[src/rtl/ofdm_fft_symbol_sequencer.sv]
// ofdm_fft_symbol_sequencer
//   Runs the 32-bin OFDM FFT datapath one symbol at a time.
//   - Takes one input byte over a valid/ready handshake.
//   - Holds the byte on o_fft_byte, issues a single-cycle o_fft_start and
//     waits for i_fft_done.
//   - Steps the external bin mux (o_bin_sel) and streams the BINS complex
//     results out over a registered valid/ready port.
//
// Ports
//   i_clk, i_rst_n            clock; asynchronous active-low reset
//   i_byte_valid/i_byte       byte input stream; o_byte_ready is high in IDLE only
//   o_fft_byte, o_fft_start   byte and start pulse to the FFT datapath
//   i_fft_done                FFT cycle-done flag (only sampled in RUN)
//   o_bin_sel                 select for the external result mux
//   i_bin_re/i_bin_im         selected bin data from that mux
//   o_re/o_im/o_valid/o_last  result stream; i_ready is the downstream ready
//   o_busy                    FSM not in IDLE
//   o_err                     sticky watchdog timeout flag
//   o_sym_cnt                 completed-symbol counter (wraps)
//
// Optional feature: define FFTSEQ_TIMEOUT_EN to add a RUN-state watchdog.
//   When it fires, the symbol is dropped and o_err is set. When the macro is
//   not defined, RUN waits forever and o_err is tied to 0.
module ofdm_fft_symbol_sequencer #(
  parameter int WORD_SIZE      = 16,
  parameter int DATA_LENGTH    = 8,
  parameter int BINS           = 32,
  parameter int TIMEOUT_CYCLES = 255
) (
  input  logic                     i_clk,
  input  logic                     i_rst_n,
  input  logic                     i_byte_valid,
  input  logic [DATA_LENGTH-1:0]   i_byte,
  output logic                     o_byte_ready,
  output logic [DATA_LENGTH-1:0]   o_fft_byte,
  output logic                     o_fft_start,
  input  logic                     i_fft_done,
  output logic [$clog2(BINS)-1:0]  o_bin_sel,
  input  logic [WORD_SIZE-1:0]     i_bin_re,
  input  logic [WORD_SIZE-1:0]     i_bin_im,
  output logic [WORD_SIZE-1:0]     o_re,
  output logic [WORD_SIZE-1:0]     o_im,
  output logic                     o_valid,
  input  logic                     i_ready,
  output logic                     o_last,
  output logic                     o_busy,
  output logic                     o_err,
  output logic [15:0]              o_sym_cnt
);
  localparam int BW = $clog2(BINS);

  typedef enum logic [1:0] {S_IDLE, S_START, S_RUN, S_UNLOAD} state_t;
  state_t state_q, state_d;

  logic pending_q;    // at least one bin of this symbol has not been loaded yet
  logic load;         // output register takes the current mux bin
  logic xfer_last;    // final beat of the symbol accepted downstream
  logic timeout_hit;
  logic last_bin;

  assign last_bin  = (o_bin_sel == BW'(BINS-1));
  assign load      = (state_q == S_UNLOAD) && pending_q && (!o_valid || i_ready);
  assign xfer_last = o_valid && i_ready && o_last;

`ifdef FFTSEQ_TIMEOUT_EN
  localparam int TW = ($clog2(TIMEOUT_CYCLES+1) > 8) ? $clog2(TIMEOUT_CYCLES+1) : 8;
  logic [TW-1:0] wd_q;
  logic          err_q;

  // The counter is held at zero outside RUN, so it always starts fresh on entry.
  // It fires on the TIMEOUT_CYCLES-th RUN cycle with no done seen.
  assign timeout_hit = (state_q == S_RUN) && !i_fft_done && (wd_q == TW'(TIMEOUT_CYCLES-1));
  assign o_err       = err_q;

  always_ff @(posedge i_clk or negedge i_rst_n) begin
    if (!i_rst_n) begin
      wd_q  <= '0;
      err_q <= 1'b0;
    end else begin
      if (state_q != S_RUN) wd_q <= '0;
      else if (!i_fft_done) wd_q <= wd_q + TW'(1);
      if (timeout_hit) err_q <= 1'b1;
    end
  end
`else
  logic unused_timeout_cfg;
  assign unused_timeout_cfg = (TIMEOUT_CYCLES != 0);
  assign timeout_hit        = 1'b0;
  assign o_err              = 1'b0;
`endif

  always_ff @(posedge i_clk or negedge i_rst_n) begin
    if (!i_rst_n) state_q <= S_IDLE;
    else          state_q <= state_d;
  end

  always_comb begin
    state_d      = state_q;
    o_byte_ready = 1'b0;
    o_fft_start  = 1'b0;
    o_busy       = 1'b1;
    case (state_q)
      S_IDLE: begin
        o_byte_ready = 1'b1;
        o_busy       = 1'b0;
        if (i_byte_valid) state_d = S_START;
      end
      S_START: begin
        o_fft_start = 1'b1;
        state_d     = S_RUN;
      end
      S_RUN: begin
        if (i_fft_done)       state_d = S_UNLOAD;
        else if (timeout_hit) state_d = S_IDLE;
      end
      S_UNLOAD: begin
        if (xfer_last) state_d = S_IDLE;
      end
      default: state_d = S_IDLE;
    endcase
  end

  always_ff @(posedge i_clk or negedge i_rst_n) begin
    if (!i_rst_n) begin
      o_fft_byte <= '0;
      o_bin_sel  <= '0;
      pending_q  <= 1'b0;
      o_re       <= '0;
      o_im       <= '0;
      o_valid    <= 1'b0;
      o_last     <= 1'b0;
      o_sym_cnt  <= '0;
    end else begin
      if ((state_q == S_IDLE) && i_byte_valid) o_fft_byte <= i_byte;

      if ((state_q == S_RUN) && i_fft_done) begin
        o_bin_sel <= '0;
        pending_q <= 1'b1;
      end

      if (load) begin
        o_re      <= i_bin_re;
        o_im      <= i_bin_im;
        o_valid   <= 1'b1;
        o_last    <= last_bin;
        o_bin_sel <= o_bin_sel + BW'(1);   // wraps to 0 after the final bin
        if (last_bin) pending_q <= 1'b0;
      end else if (o_valid && i_ready) begin
        o_valid <= 1'b0;
        o_last  <= 1'b0;
      end

      if (xfer_last) o_sym_cnt <= o_sym_cnt + 16'd1;
    end
  end

endmodule

[config.mk]
export PLATFORM = sky130hd
export DESIGN_NAME = ofdm_fft_symbol_sequencer
export DESIGN_NICKNAME = d
export VERILOG_FILES = /design/src/rtl/ofdm_fft_symbol_sequencer.sv
export SDC_FILE = /design/constraint.sdc
export NUM_CORES = 1
export LEC_CHECK = 0
export CAP_MARGIN = 10
export CORE_MARGIN = 3
export CORE_UTILIZATION = 46
export DETAILED_ROUTE_END_ITERATION = 12
export GPL_TIMING_DRIVEN = 0
export PLACE_DENSITY = 0.9
export SLEW_MARGIN = 20
export SYNTH_ARGS = -nofsm -noshare
export SYNTH_HDL_FRONTEND = slang
export SYNTH_SLANG_ARGS = --single-unit
[constraint.sdc]
create_clock -name i_clk -period 3.3 [get_ports i_clk]
set_clock_uncertainty 0.1 [all_clocks]
set_input_delay 0.495 -clock i_clk [delete_from_list [all_inputs] [get_ports i_clk]]
set_output_delay 0.495 -clock i_clk [all_outputs]
set_load 0.05 [all_outputs]
### Word-level counts from Yosys, hierarchy flattened

Index checks and enable logic that the tools add are counted.

* $lt $le $gt $ge: 0
* bitwise operators: 0
* eq/ne operators: 7
* shift operators: 0
* add/subtract/negate cells: 2
* reduce and logical (&&, ||, !) cells: 12
* div/mod/pow operators: 0
* muxes and demuxes: 15
* $mul: 0

Operators by type and width (number)
* $add A16 B1 Y16 const B: 1
* $mux W5: 2
* $mux W1: 9
* $pmux W2 S4: 1
* $logic_and A1 B1 Y1: 6
* $mux W2: 3
* $ne A2 B2 Y1 const B: 3
* $add A5 B1 Y5 const B: 1
* $eq A5 B5 Y1 const B: 1
* $eq A2 B2 Y1 const B: 2
* $reduce_bool A2 Y1: 2
* $reduce_and A3 Y1: 1
* $eq A2 B1 Y1 const B: 1
* $logic_not A2 Y1: 1
* $logic_not A1 Y1: 1
* $logic_or A1 B1 Y1: 1

* output and inout port bits: 67
* memories kept: 0
* logic and storage cells: 45
* ROM bits: 0
* input bits: 45
* RAM bits: 0
* bits in latches: 0
* flip-flop bits (word level): 66

### Longest topological paths before layout

* word-level depth: 5
* depth in mapped cells: 6
* mapped depth without buffers: 6

### Worst setup path after synthesis

No wires, ideal clock.

* kind: reg-to-output
* start: register state_q[0]
* end: output o_busy
* slack: 1342 ps
* data required time: 2705 ps
* buffers on the path: 0
* stages on the path, launching flop included: 4
* data arrival time: 1363 ps
* cell sequence: dfrtp_1 -> inv_1 -> ha_1 -> inv_1

* cells in the longest elaborated chain, start to end: 2

Ends and longest elaborated chain
* start: declaration: line 53 `state_t state_q, state_d;`
* start signal: assignment: line 94 `else state_q <= state_d;`
* $logic_not A2 Y1: line 102 `case (state_q)`
* $mux W1: line 102
* end: declaration: line 46 `output logic o_busy,`

Every way passes these cells.

### Final worst setup path

Ends and elaborated chain as after synthesis.

==> impl_metrics.csv <==
group,metric,value,unit
die,die_w,83.02,um
die,dieArea,6892,um^2
worst_setup_path,crit_type,"flip-flop to primary output",
synthesis,synth-seq-area-share,0.6052,
worst_setup_path,crit_path_max_fanout,4,
global_route,grt_max_degree,54,
detailed_routing,ant_nets,0,
synthesis,ys_seq_elements,66,
synthesis,synth.net_count,254,
die,io_pins,112,
layout,layout_common_cells,"clkdlybuf4s50_1 (109), dfrtp_1 (66), mux2_2 (39), nand2_1 (18), xnor2_1 (13)",
pwr,p_per_area,1030,nW/um^2
place,io_buffer_count,110,
die,die_h,83.02,um
layout,drive_above_1_share,0.1976,
layout,antenna_cells,0,
global_route,grt_pass1_wl,10240,um
cts,cts-resized-gates,0,
detailed_routing,drtIter0Drc,85,
die,rows,27,
detailed_routing,vias,1983,
global_route,grt_pass1_vias,2131,
synthesis,synth_edf_count,0,
sta,whs,379.5,ps
sta,final.min_clock_period,2526,ps
pwr,power,4276,uW
sta,fin_tns_setup,0,ps
pwr,vdd_drop_max,743.2,uV
sta,slew_violations,0,
sta,worst_pin_slew,525.4,ps
detailed_routing,wl,5978,um
sta,max_freq,0.3959,GHz
layout,nets,377,
detailed_routing,viasPerCell,4.945,
die,start_util,0.4866,
synthesis,synthCells,201,
synthesis,yosysWarnings,0,
cts,numCtsBuffers,9,
sta,relSlewSlack,0.6486,
layout,syn2layout_area_growth,52.18,%
worst_setup_path,end_kind,"primary output",
cts,cts.clk_slew.worst_paths,60,ps
global_route,globalRoute.totalOverflow,0,
hold_path,hold_depth,1,
detailed_routing,drc,0,
global_route,grt_use_total,0.1851,
cts,cts.sinks,66,
place,place.gp.congestion,0.7074,
synthesis,ys_types,29,
place,place_hpwl,4557,um
worst_setup_path,ff2ff_path_depth,5,
sta,hold_viol_final,0,
job,cap_violations,0,
die,core,5608,um^2
cts,tritoncts,"built",
hold_path,min_path_type,"flip-flop to flip-flop",
sta,setup_violations,0,
synthesis,syn_area,2729,um^2
detailed_routing,wl_per_cell,14.91,um
run_status,status,"finished clean",
sta,period_share,0.7654,
global_route,antenna_found_initial,0,
cts,clockRootBuffer,"clkbuf_8",
synthesis,synth_area_per_cell,13.58,um^2
cts,clock_latency,330,ps
layout,final_common_cell,"clkdlybuf4s50_1",
detailed_routing,first_pass_iters,4,
sta,worst_slack,774.1,ps
sta,rsz0062_at_grt,"false",
cts,cts_buffer_depth,2,
worst_setup_path,arrival,1930,ps
place,dpl_worst_slack,1057,ps
cts,ctsHoldBuffers,1,
pwr,p_leak,0.001777,uW
synthesis,synth_top_flop_cell,"dfrtp_1",
cts,htreeDepth,3,
worst_setup_path,critPathLaunchType,"flip-flop",
synthesis,async_flop_share,1.000,
worst_setup_path,worstPathRequired,2700,ps
cts,post_cts_buffers,0,
==> stage by stage <==
stage                 util  instances  area (um^2)
floorplan                -        201         2729
global placement    0.6990        383         3920
detailed placement  0.7035        384         3945
CTS                 0.7405        401         4153
global route        0.7405        401         4153
finish              0.7405        401         4153
==> worst paths after layout <==
| path | startpoint | to | slack [ps] |
|---|---|---|---|
| max in group asynchronous | i_rst_n | o_bin_sel[0] | 2120 |
| worst max register to register | state_q[1] | o_re[11] | 1530 |
| worst max-delay path | state_q[0] | o_busy | 770 |
| min in group asynchronous | i_rst_n | o_sym_cnt[2] | 470 |
| worst min register to register | o_sym_cnt[15] | o_sym_cnt[15] | 380 |
| worst min-delay path | o_sym_cnt[15] | o_sym_cnt[15] | 380 |
==> cells in the mapped netlist, types with 3 or more instances <==
master   instances  area, um^2
dfrtp_1         66        1652
mux2_2          39       439.2
nand2_1         18       67.56
xnor2_1         13       113.9
ha_1             8       100.1
inv_1            8       30.03
o21ai_0          7       35.03
nand3_1          6       30.03
buf_4            4       30.03
nand4_1          4       25.02
a21oi_1          3       15.01
xor2_1           3       26.28
==> report_power, final <==
part	internal (uW)	switching, uW	leakage [uW]
sequential	1100	159	0.000818
clock	390	282	0.000101
combinational	884	1460	0.000858
==> sequential cells by signal, indices dropped and copies added (netlist names), 2 cells and up <==
signal,flops
state_q,2
o_sym_cnt,16
o_im,16
o_bin_sel,5
o_fft_byte,8
o_re,16
==> kinds of logic after synthesis <==
family          count (synthesis)  synth area share
compound gates                 14           0.03026
mux                            41            0.1692
buf+inv                        13           0.02384
flops                          66            0.6052
fa+ha+maj                       8           0.03668
xor+xnor                       16           0.05135
simple gates                   42           0.08208
other cells                     1          0.001374
==> layer usage <==
metal  share of wire  vias up  routed length (um)  track usage
li1                -      934                   -            -
met1            0.43      961                2550       0.2243
met2            0.49       77                2956       0.3090
met3           0.063       11                 375      0.06151
met4           0.016        0                  96      0.06538
met5               0        -                   0            0
==> layout make-up <==
| class | instances | area, um^2 |
|---|---|---|
| repair buffers | 112 | 1136 |
| clock inverters | 2 | 35.03 |
| well taps | 72 | 90.09 |
| plain buffers | 5 | 35.03 |
| clock buffers | 14 | 162.7 |
| flip-flops and latches | 66 | 1652 |
| inverters | 8 | 30.03 |
| fillers | 394 | 1455 |
| multi-input cells | 122 | 1012 |
==> critical path, cell delays in order, from the launching register on <==
cell	delay, ps
dfrtp_1	380
inv_1	100
ha_1	260
inv_1	60
clkdlybuf4s50_1	800
Note: power is estimated with default switching activity, not from simulation.
